### src/rtl/hk_pkg.sv
// Shared types and keycodes for the frame-rate game blocks.
// Status encoding is what the sprite mapper consumes directly.
package hk_pkg;

  typedef enum logic [1:0] {
    IDLE = 2'd0,
    WALK = 2'd1,
    JUMP = 2'd2,
    FALL = 2'd3
  } player_status_t;

  localparam logic [7:0] KEY_LEFT    = 8'h04;
  localparam logic [7:0] KEY_RIGHT   = 8'h07;
  localparam logic [7:0] KEY_JUMP_W  = 8'h1A;
  localparam logic [7:0] KEY_JUMP_SP = 8'h2C;

  function automatic logic key_hit(input logic [7:0] k0, input logic [7:0] k1,
                                   input logic [7:0] code);
    return (k0 == code) || (k1 == code);
  endfunction

endpackage

### src/rtl/frame_tick_sync.sv
// Brings an asynchronous frame-rate strobe into Clk and emits a one-cycle tick
// on its rising edge; tick appears 3 Clk after the input rises.
module frame_tick_sync (
  input  logic Clk,
  input  logic Reset,
  input  logic async_in,
  output logic tick
);

  logic sync1_q, sync1_d;
  logic sync2_q, sync2_d;
  logic prev_q, prev_d;
  logic tick_q, tick_d;

  always_comb begin
    sync1_d = async_in;
    sync2_d = sync1_q;
    prev_d  = sync2_q;
    tick_d  = sync2_q & ~prev_q;
  end

  always_ff @(posedge Clk) begin
    if (Reset) begin
      sync1_q <= 1'b0;
      sync2_q <= 1'b0;
      prev_q  <= 1'b0;
      tick_q  <= 1'b0;
    end else begin
      sync1_q <= sync1_d;
      sync2_q <= sync2_d;
      prev_q  <= prev_d;
      tick_q  <= tick_d;
    end
  end

  assign tick = tick_q;

endmodule

### src/rtl/player_motion.sv
// Knight motion controller: once per frame tick integrates walk, jump and gravity.
// Outputs are registered and move 1 Clk after frame_tick.
module player_motion
  import hk_pkg::*;
#(
  parameter int X_RESET    = 320,
  parameter int GROUND_Y   = 400,
  parameter int X_MIN      = 24,
  parameter int X_MAX      = 615,
  parameter int WALK_SPEED = 2,
  parameter int JUMP_V     = 12,
  parameter int GRAVITY    = 1,
  parameter int MAX_FALL   = 8,
  parameter int SIZE_X     = 40,
  parameter int SIZE_Y     = 60
) (
  input  logic       Clk,
  input  logic       Reset,
  input  logic       frame_clk,
  input  logic [7:0] keycode0,
  input  logic [7:0] keycode1,
  output logic [9:0] Player_X,
  output logic [9:0] Player_Y,
  output logic [9:0] Player_SizeX,
  output logic [9:0] Player_SizeY,
  output logic [3:0] Player_Status,
  output logic       Inverse,
  output logic       frame_tick
);

  localparam logic signed [10:0] X_MIN_S    = 11'(X_MIN);
  localparam logic signed [10:0] X_MAX_S    = 11'(X_MAX);
  localparam logic signed [10:0] WALK_S     = 11'(WALK_SPEED);
  localparam logic signed [10:0] GROUND_S   = 11'(GROUND_Y);
  localparam logic signed [7:0]  JUMP_V_S   = 8'(JUMP_V);
  localparam logic signed [7:0]  GRAV_S     = 8'(GRAVITY);
  localparam logic signed [7:0]  MAX_FALL_S = 8'(MAX_FALL);

  logic [9:0]        x_q, x_d;
  logic [9:0]        y_q, y_d;
  logic signed [7:0] vy_q, vy_d;
  player_status_t    status_q, status_d;
  logic              inverse_q, inverse_d;
  logic              jump_prev_q, jump_prev_d;

  logic                 tick;
  logic                 left, right, jump, jump_edge, airborne;
  player_status_t       ground_status;
  logic signed [10:0]   x_s, y_step;
  logic signed [7:0]    vy_n;

  frame_tick_sync u_sync (
    .Clk      (Clk),
    .Reset    (Reset),
    .async_in (frame_clk),
    .tick     (tick)
  );

  always_comb begin
    x_d         = x_q;
    y_d         = y_q;
    vy_d        = vy_q;
    status_d    = status_q;
    inverse_d   = inverse_q;
    jump_prev_d = jump_prev_q;

    left          = key_hit(keycode0, keycode1, KEY_LEFT);
    right         = key_hit(keycode0, keycode1, KEY_RIGHT);
    jump          = key_hit(keycode0, keycode1, KEY_JUMP_W) |
                    key_hit(keycode0, keycode1, KEY_JUMP_SP);
    jump_edge     = jump & ~jump_prev_q;
    airborne      = (status_q == JUMP) || (status_q == FALL);
    ground_status = (left ^ right) ? WALK : IDLE;

    // Signed 11-bit so a step below X_MIN cannot wrap to a large value
    x_s = $signed({1'b0, x_q});
    if (left && !right) begin
      x_s = x_s - WALK_S;
      if (x_s < X_MIN_S) x_s = X_MIN_S;
    end else if (right && !left) begin
      x_s = x_s + WALK_S;
      if (x_s > X_MAX_S) x_s = X_MAX_S;
    end

    if (airborne) begin
      vy_n = vy_q + GRAV_S;
      if (vy_n > MAX_FALL_S) vy_n = MAX_FALL_S;
    end else begin
      vy_n = -JUMP_V_S;
    end
    y_step = $signed({1'b0, y_q}) + $signed({{3{vy_n[7]}}, vy_n});

    if (tick) begin
      x_d         = x_s[9:0];
      jump_prev_d = jump;
      if (left && !right)      inverse_d = 1'b1;
      else if (right && !left) inverse_d = 1'b0;

      if (airborne && (y_step >= GROUND_S)) begin
        y_d      = GROUND_Y[9:0];
        vy_d     = 8'sd0;
        status_d = ground_status;
      end else if (airborne || jump_edge) begin
        y_d      = (y_step < 11'sd0) ? 10'd0 : y_step[9:0];
        vy_d     = vy_n;
        status_d = vy_n[7] ? JUMP : FALL;
      end else begin
        status_d = ground_status;
      end
    end
  end

  always_ff @(posedge Clk) begin
    if (Reset) begin
      x_q         <= X_RESET[9:0];
      y_q         <= GROUND_Y[9:0];
      vy_q        <= 8'sd0;
      status_q    <= IDLE;
      inverse_q   <= 1'b0;
      jump_prev_q <= 1'b0;
    end else begin
      x_q         <= x_d;
      y_q         <= y_d;
      vy_q        <= vy_d;
      status_q    <= status_d;
      inverse_q   <= inverse_d;
      jump_prev_q <= jump_prev_d;
    end
  end

  assign Player_X      = x_q;
  assign Player_Y      = y_q;
  assign Player_SizeX  = SIZE_X[9:0];
  assign Player_SizeY  = SIZE_Y[9:0];
  assign Player_Status = {2'b00, status_q};
  assign Inverse       = inverse_q;
  assign frame_tick    = tick;

endmodule
### config.mk
export PLATFORM = sky130hd
export DESIGN_NAME = player_motion
export DESIGN_NICKNAME = d
export VERILOG_FILES = /design/src/rtl/hk_pkg.sv /design/src/rtl/frame_tick_sync.sv /design/src/rtl/player_motion.sv
export SDC_FILE = /design/constraint.sdc
export NUM_CORES = 1
export LEC_CHECK = 0
export CORE_ASPECT_RATIO = 0.5
export CORE_MARGIN = 2
export CORE_UTILIZATION = 40
export CTS_BUF_LIST = sky130_fd_sc_hd__clkbuf_4 sky130_fd_sc_hd__clkbuf_8 sky130_fd_sc_hd__clkbuf_16
export CTS_CLUSTER_SIZE = 14
export DETAILED_ROUTE_END_ITERATION = 8
export GPL_TIMING_DRIVEN = 0
export REMOVE_ABC_BUFFERS = 1
export SYNTH_ARGS = -nofsm -noshare
export SYNTH_HDL_FRONTEND = slang
export SYNTH_HIERARCHICAL = 1
export SYNTH_SLANG_ARGS = --single-unit
### constraint.sdc
create_clock -name Clk -period 7.35 [get_ports Clk]
set_input_delay 1.47 -clock Clk [delete_from_list [all_inputs] [get_ports Clk]]
set_output_delay 1.47 -clock Clk [all_outputs]
set_load 0.005 [all_outputs]
==> results.toml, run 1 <==
[synth]
synth.top_cell.area_share_pct = 23.1
synth-seq-cells = 36
post_synthesis_instance_area_mm2 = 0.00312
yosysUniqueCellTypes = 74
synth_enable_flop_cells = 0
synth_ff_type = "dfxtp_1"
synthesis.area_per_instance_um2 = 7.65
async_flop_share_pct = 0
synth-seq-area-share_pct = 23.1
yosysTopAreaCell = "dfxtp_1"
synthTopCellsByArea = "dfxtp_1 23%, ha_1 6.0%, buf_4 5.3%"
yosysWarningCount = 6
netlist_instances = 408

[worst_setup_path]
critPathArrivalTime_ps = 4890
critical_path.reg2reg.startpoint = "vy_q[0]"
worst_r2r_path_depth = 19
cp-start-kind = "flip-flop"
r2r_setup_slack_ps = 2630
critPathKind = "reg -> reg"
worstPathMaxFanout = 7
timing.critical_path.to_type = "flip-flop"
regToRegEndpoint = "status_q[0]"
critical_path_required_ps = 7520

[global_routing]
globalRouteOverflowTotal = 0
antenna_found_initial = 0
grt.total_usage_pct = 17.2
grt_pass1_wl_um = 11900
grt_max_degree = 32
first_global_vias = 2475

[drt]
num_vias = 2869
detail_route.wl_per_cell_um = 13.3
detail_route.vias_per_cell = 5.28
routed_wirelength_um = 7250
dr.pass1.iters = 4
drt_iter0_drc = 161
antenna_violating_nets_post_route = 0
post-route-drc-count = 0

[min_path]
worst_hold_path_depth = 1
worstHoldStart = "u_sync/prev_q"
worst_hold_path_type = "reg -> reg"
min_delay_worst_endpoint = "u_sync/tick"

[run]
cap_viol_max_count = 0

[layout]
layout.core_utilization_pct = 48.4
cell_area_after_layout_mm2 = 0.00361
layout.cells.most_common_list = "42 x clkdlybuf4s50_1, 41 x nor2_1, 38 x nand2_1"
final_common_cell = "clkdlybuf4s50_1"
synthToLayoutAreaGrowth_pct = 15.5
finalNetCount = 470
antenna_cells = 0
final-instance-count-excl-fill = 543
filler_instances = 757
fraction_of_layout_cells_with_a_size_suffix_above_1_pct = 6.67

[die]
design.die.area_mm2 = 0.00857
die-width_um = 129
core_mm2 = 0.00746
die_h_um = 66.5
row_count = 22
design.portCount = 65
initial_core_util_pct = 41.9

[power]
p_leak_nw = 1.26
irDropWorstVdd_uv = 79.9
power-per-cell-area_mw_per_mm2 = 123

[timing]
timing.final.crit_period_ps = 4720
max_slew_violation_total_from_the_final_report = 0
fmaxAchievable_ghz = 0.212
finalCritPeriodShare_pct = 64.2
worst_slew_margin_rel_pct = 17.8
worst_clock_skew_ps = 3.23
finalSetupViolations = 0
final.setup.tns_ps = 0
setup_repair_after_global_routing_missed_its_margin = "no"
finalHoldViolations = 0
worst-slew-pin-transition_ps = 1230

[clocking]
clock_tree.htree_level_count = 2
post_cts_buffers = 0
ctsResizeCount = 0
worst_setup_hold_path_clk_slew_ps = 50
cts_tree = "done"
cts_hold_buffers = 0
cts-buffers-inserted = 5
clock-root-buffer = "clkbuf_16"
clkSinkCount = 36
clock_insertion_delay_worst_skew_ps = 280
clockBufferDepth = 2

[placed_design]
place_hpwl_um = 5330
placedCellCount = 536
gp_congestion = 0.819
placedInstanceArea_mm2 = 0.00345
portBuffers = 42

[run_status]
outcome = "complete, no violations"
[cells in the mapped netlist (3+ instances only)]
master,instances
a211oi_1,4
a21o_1,7
a21oi_1,32
a31oi_1,4
buf_2,4
buf_4,22
buf_6,3
clkbuf_1,8
clkbuf_8,3
dfxtp_1,36
ha_1,15
inv_1,9
nand2_1,38
nand2b_1,5
nand3_1,15
nand3b_1,4
nor2_1,41
nor2b_1,10
nor3_1,14
nor3_2,4
nor4_1,3
o211ai_1,5
o21a_1,5
o21ai_0,24
o21ai_1,9
o31ai_1,3
o32ai_1,3
or3_1,3
xnor2_1,11
xor2_1,10
[layout make-up]
cell class / instances / area, µm² / area share, %
multi-input combinational: 341 / 2140 / 59.5
sequential: 36 / 721 / 20.0
clock buffer: 7 / 153 / 4.23
tap: 108 / 135 / 3.75
inverter: 9 / 33.8 / 0.937
timing repair buffer: 42 / 420 / 11.7
[stage by stage]
stage                     worst slack [ps]  power [mW]  hold WS (ps)
after floorplan                       3290       0.211           387
after global placement                2660       0.226           402
after detailed placement              2650       0.227           407
after CTS                             2600       0.450           418
after global routing                  2180       0.463           450
final                                 2630       0.443           412
[critical path, stage by stage (launching register included)]
cell and delay (ps):
dfxtp_1 450, ha_1 290, nand3_1 150, nor2_1 140
xnor2_1 180, a2bb2oi_1 110, a311oi_1 500, nand2_1 140
nor2_1 130, ha_1 170, inv_1 60, fa_1 390
and2b_1 250, o2111ai_2 140, a21o_2 280, a21oi_1 120
and4b_4 220, a211oi_2 490, a2111oi_2 140, a211o_1 270
[layer usage]
layer	share of wire, %	global-route usage (%)	routed length [µm]	up-vias
li1	-	-	-	1485
met1	51	23.5	3680	1319
met2	44	27.8	3200	61
met3	4.3	4.02	309	4
met4	0.76	3.94	55	0
met5	0	0	0	-
[state kept, by name (all words and copies together), names as in the netlist]
signal / flops
u_sync/prev_q: 1
u_sync/sync1_q: 1
Player_Y: 10
u_sync/tick: 1
vy_q: 8
u_sync/prev_d: 1
Player_X: 10
jump_prev_q: 1
Inverse: 1
status_q: 2
[worst max path at each step]
| stage | from | endpoint | slack (ps) | depth (start not counted) |
|---|---|---|---|---|
| global route | vy_q[0] | status_q[0] | 2180 | 19 |
| CTS | vy_q[0] | status_q[0] | 2600 | 19 |
| detailed placement | vy_q[0] | status_q[0] | 2650 | 19 |
| global placement | vy_q[0] | status_q[0] | 2660 | 19 |
| finish | vy_q[0] | status_q[0] | 2630 | 19 |
| floorplan | vy_q[0] | status_q[0] | 3290 | 19 |
[logic make-up (layout without fill, tap and decap cells)]
group                      Yosys count  after routing  share of synthesized area [%]
xor gates and xnor gates            21             21                           5.89
other                                2             22                          0.240
AOI/OAI and AO/OA                  126            126                           27.1
DFF                                 36             36                           23.1
adders and majority gates           16             16                           6.65
and+or+nand+nor                    156            156                           26.4
buffers and inverters               51             58                           10.7
[where the power goes]
| group | total [mW] | switching [mW] | leakage [nW] | internal [mW] |
|---|---|---|---|---|
| clock network | 0.221 | 0.0785 | 0.0760 | 0.142 |
| logic | 0.0253 | 0.0126 | 0.896 | 0.0126 |
| registers | 0.197 | 0.000916 | 0.291 | 0.196 |
Note: power is estimated with default switching activity, not from simulation.
==> run 2, diff against run 1 <==
Clock period 7.35 ns to 4.8 ns, I/O delays scaled along.
==> run 2 against run 1 <==
Global-route usage is the same. Core utilization is 0.34 points higher. Combinational power up 54%. Hold slack better by 2.2 ps. Critical path depth is the same. Largest power group unchanged. Sequential power increased by 53%. Highest routed layer unchanged. Largest cell class unchanged.
==> results.toml, run 2 (synthesized netlist as in run 1, its figures left out) <==
[drt]
drt_iter0_drc = 174
routedLengthMet1_um = 3700
post-route-drc-count = 0
routed.top_layer = "met4"
routed_wirelength_um = 7230
detail_route.wl_per_cell_um = 13.3
routed-wl-met2_um = 3150
detailroute.wirelength.met3_um = 307
dr.pass1.iters = 4
detail_route.vias_per_cell = 5.25
num_vias = 2854
antenna_violating_nets_post_route = 0

[placed_design]
placedCellCount = 536
gp_congestion = 0.819
portBuffers = 42
placedInstanceArea_mm2 = 0.00345
place_hpwl_um = 5330

[timing]
fmaxAchievable_ghz = 0.229
finalSetupViolations = 0
max_slew_violation_total_from_the_final_report = 0
final.setup.tns_ps = 0
worst_clock_skew_ps = 3.60
finalHoldViolations = 0
setup_repair_after_global_routing_missed_its_margin = "no"
finalCritPeriodShare_pct = 91.1
timing.final.crit_period_ps = 4370
fin_worst_hold_slack_ps = 414
worst-slew-pin-transition_ps = 1240
worst_slew_margin_rel_pct = 17.4

[global_routing]
grt_pass1_wl_um = 11900
grt.total_usage_pct = 17.2
first_global_vias = 2475
grt_max_degree = 32
globalRouteOverflowTotal = 0
antenna_found_initial = 0

[run]
cap_viol_max_count = 0

[layout]
finalNetCount = 471
fraction_of_layout_cells_with_a_size_suffix_above_1_pct = 7.34
synthToLayoutAreaGrowth_pct = 16.3
antenna_cells = 0
final-instance-count-excl-fill = 544
layout.cells.most_common_list = "42 x clkdlybuf4s50_1, 41 x nor2_1, 38 x nand2_1"
final_common_cell = "clkdlybuf4s50_1"
cell_area_after_layout_mm2 = 0.00363

[power]
p_leak_nw = 1.27
fin_total_pwr_mw = 0.679
power-per-cell-area_mw_per_mm2 = 187
irDropWorstVdd_uv = 123

[worst_setup_path]
worst_r2r_path_depth = 19
crit_chain = "ha_1 > nand3_1 > nor2_1 > xnor2_1 > a2bb2oi_1 > a311oi_2 > nand2_1 > nor2_1 > ha_1 > inv_1 > fa_1 > and2b_1 > o2111ai_2 > a21o_2 > a21oi_1 > and4b_4 > a211oi_4 > a2111oi_2 > a211o_1"
path_buf_inv = 1
critical_path_required_ps = 4970
largest_incremental_delay_on_the_critical_path_ps = 450
cp-start-kind = "flip-flop"
regToRegEndpoint = "status_q[0]"
worstPathMaxFanout = 7
r2r_setup_slack_ps = 430
timing.critical_path.to_type = "flip-flop"
critPathArrivalTime_ps = 4540
critical_path.reg2reg.startpoint = "vy_q[0]"
critPathKind = "reg -> reg"
crit_slowest_cell = "dfxtp_1"
timing.critical_path.max_delay_family = "compound AO/OA/AOI/OAI gates"

[min_path]
worst_hold_path_depth = 1
worst_hold_path_type = "reg -> reg"
min_delay_worst_endpoint = "u_sync/tick"
worstHoldStart = "u_sync/prev_q"

[clocking]
clock_insertion_delay_worst_skew_ps = 280
clkSinkCount = 36
clock_tree.htree_level_count = 2
worst_setup_hold_path_clk_slew_ps = 50
clock-root-buffer = "clkbuf_16"
cts-buffers-inserted = 5
clockBufferDepth = 2
cts_tree = "done"

[die]
row_count = 22
die-width_um = 129
die_h_um = 66.5
design.die.area_mm2 = 0.00857
initial_core_util_pct = 41.9
core_mm2 = 0.00746
design.portCount = 65

[run_status]
outcome = "complete, no violations"
run 2: report_power, final:
| part | internal [mW] | leakage (nW) | total [mW] | switching (mW) |
|---|---|---|---|---|
| registers | 0.301 | 0.291 | 0.302 | 0.00141 |
| logic | 0.0195 | 0.905 | 0.0389 | 0.0194 |
| clock network | 0.218 | 0.0760 | 0.338 | 0.120 |
run 2: area by class of cell:
cell class	instances	area, µm²
Clock buffer	7	153
Fill cell	756	3830
Inverter	9	33.8
Multi-Input combinational cell	341	2160
Sequential cell	36	721
Tap cell	108	135
Timing Repair Buffer	43	428
run 2: worst max-delay path by stage:
stage	startpoint	end	slack, ps	cells after the start
2_1_floorplan	vy_q[0]	status_q[0]	740	19
3_3_place_gp	vy_q[0]	status_q[0]	110	19
3_5_place_dp	vy_q[0]	status_q[0]	100	19
4_1_cts	vy_q[0]	status_q[0]	50	19
5_1_grt	vy_q[0]	Player_Y[5]	40	20
6_report	vy_q[0]	status_q[0]	430	19
run 2: metal layers:
metal | GRT usage [%] | up-vias
met5 | 0 | -
met4 | 3.94 | 0
met3 | 4.02 | 6
met2 | 27.8 | 55
met1 | 23.5 | 1306
li1 | - | 1487
run 2: timing repair:
action	4_1_cts	5_1_grt
resized for setup	0	3
endpoints found under the setup margin	0	17
setup buffers	0	1
hold buffers	0	0
run 2: stage by stage:
step | util, % | setup WS, ps
finish | 48.7 | 426
floorplan | - | 745
CTS | 48.4 | 52.6
global placement | 46.3 | 112
detailed placement | 46.3 | 105
global route | 48.7 | 40.7
==> run 3, diff against run 2 <==
Settings changed: CORE_MARGIN 2 to unset, REMOVE_ABC_BUFFERS 1 to unset.
==> run 3 against run 2 <==
Clock skew barely moved. Final cell count rose by 5.9%. Combinational power rose by 43%. Cell area rose by 8.3%. Via count rose by 6.5%. Hold slack got worse by 11 ps. Global-route usage rose by 2.8 points. Core utilization rose by 4.3 points. Register-to-register slack got worse by 40 ps. First-iteration DRC count rose by 28%.
==> results.toml, run 3 (synthesized netlist as in run 1, its figures left out) <==
[placed_design]
post-place-ws_ps = 86.1
placedInstanceArea_mm2 = 0.00374
placedCellCount = 566
gp_congestion = 0.908
portBuffers = 42
place_hpwl_um = 5930

[timing]
setup_repair_after_global_routing_missed_its_margin = "no"
finalSetupViolations = 0
timing.final.crit_period_ps = 4420
worst_slew_margin_rel_pct = 56.5
fin_worst_hold_slack_ps = 403
finalHoldViolations = 0
max_slew_violation_total_from_the_final_report = 0
post-route-worst-setup-slack_ps = 384
final.setup.tns_ps = 0
worst_clock_skew_ps = 3.86
worst-slew-pin-transition_ps = 647
finalCritPeriodShare_pct = 92.0
fmaxAchievable_ghz = 0.226

[global_routing]
first_global_vias = 2665
grt.total_usage_pct = 20.0
grt_pass1_wl_um = 13000
globalRouteOverflowTotal = 0
antenna_found_initial = 0
grt_max_degree = 12

[worst_setup_path]
timing.critical_path.max_delay_family = "compound AO/OA/AOI/OAI gates"
critPathKind = "reg -> reg"
worstPathMaxFanout = 7
cp-start-kind = "flip-flop"
largest_incremental_delay_on_the_critical_path_ps = 440
critical_path_required_ps = 4970
path_buf_inv = 1
worst_r2r_path_depth = 19
critical_path.reg2reg.startpoint = "vy_q[0]"
r2r_setup_slack_ps = 380
timing.critical_path.to_type = "flip-flop"
critPathArrivalTime_ps = 4590
crit_slowest_cell = "dfxtp_1"
regToRegEndpoint = "status_q[0]"
crit_chain = "ha_1 > nand3_1 > nor2_1 > xnor2_1 > a2bb2oi_1 > a311oi_2 > nand2_1 > nor2_1 > ha_1 > inv_1 > fa_1 > and2b_1 > o2111ai_2 > a21o_2 > a21oi_1 > and4b_4 > a211oi_4 > a2111oi_2 > a211o_1"

[die]
row_count = 22
die_h_um = 64.5
die-width_um = 127
design.portCount = 65
design.die.area_mm2 = 0.00819
core_mm2 = 0.00743
initial_core_util_pct = 42.0

[power]
fin_total_pwr_mw = 0.736
power-per-cell-area_mw_per_mm2 = 187
irDropWorstVdd_uv = 120
p_leak_nw = 1.47

[drt]
dr.pass1.iters = 4
detail_route.wl_per_cell_um = 13.8
detail_route.vias_per_cell = 5.28
drt_iter0_drc = 222
post-route-drc-count = 0
antenna_violating_nets_post_route = 0
routed_wirelength_um = 7940
num_vias = 3040

[layout]
final-instance-count-excl-fill = 576
cell_area_after_layout_mm2 = 0.00394
synthToLayoutAreaGrowth_pct = 26.0
finalNetCount = 514
final_common_cell = "clkdlybuf4s50_1"
layout.core_utilization_pct = 52.9
layout.cells.most_common_list = "42 x clkdlybuf4s50_1, 41 x nor2_1, 38 x nand2_1"
antenna_cells = 0
fraction_of_layout_cells_with_a_size_suffix_above_1_pct = 13.8

[run]
cap_viol_max_count = 0

[min_path]
worst_hold_path_depth = 1
worstHoldStart = "u_sync/prev_q"
min_delay_worst_endpoint = "u_sync/tick"
worst_hold_path_type = "reg -> reg"

[clocking]
worst_setup_hold_path_clk_slew_ps = 60
cts-buffers-inserted = 5
clock_tree.htree_level_count = 2
clock_insertion_delay_worst_skew_ps = 290
cts_tree = "done"
clockBufferDepth = 2
clock-root-buffer = "clkbuf_16"
clkSinkCount = 36

[run_status]
outcome = "complete, no violations"
[run 3: timing repair]
action	in CTS	in global routing
hold buffers	0	0
resized for setup	0	2
setup buffers	0	2
endpoints found under the setup margin	0	15
[run 3: routing by layer]
| layer | part of all wire [%] | track usage (%) |
|---|---|---|
| met5 | 0 | 0 |
| met4 | 1.1 | 4.91 |
| met3 | 4.9 | 3.96 |
| met2 | 45 | 32.2 |
| met1 | 49 | 27.6 |
[run 3: final cells by class]
class,instances,area [µm²]
Timing Repair Buffer,44,435
Sequential cell,36,721
Tap cell,96,120
Clock buffer,6,133
Buffer,42,299
Fill cell,739,3500
Inverter,9,33.8
Multi-Input combinational cell,341,2160
Clock inverter,2,35.0
[run 3: worst max-delay path by stage]
stage	startpoint	endpoint	cells after the start
3_5_place_dp	vy_q[0]	status_q[0]	19
6_report	vy_q[0]	status_q[0]	19
5_1_grt	vy_q[0]	status_q[0]	19
3_3_place_gp	vy_q[0]	status_q[0]	19
4_1_cts	vy_q[0]	status_q[0]	19
2_1_floorplan	vy_q[0]	status_q[0]	19
[run 3: report_power, final]
group	switching, mW	internal (mW)	leakage (nW)	total, mW
registers	0.000855	0.301	0.291	0.301
logic	0.0232	0.0324	1.10	0.0556
clock network	0.129	0.250	0.0843	0.379
total	0.153	0.583	1.47	0.736
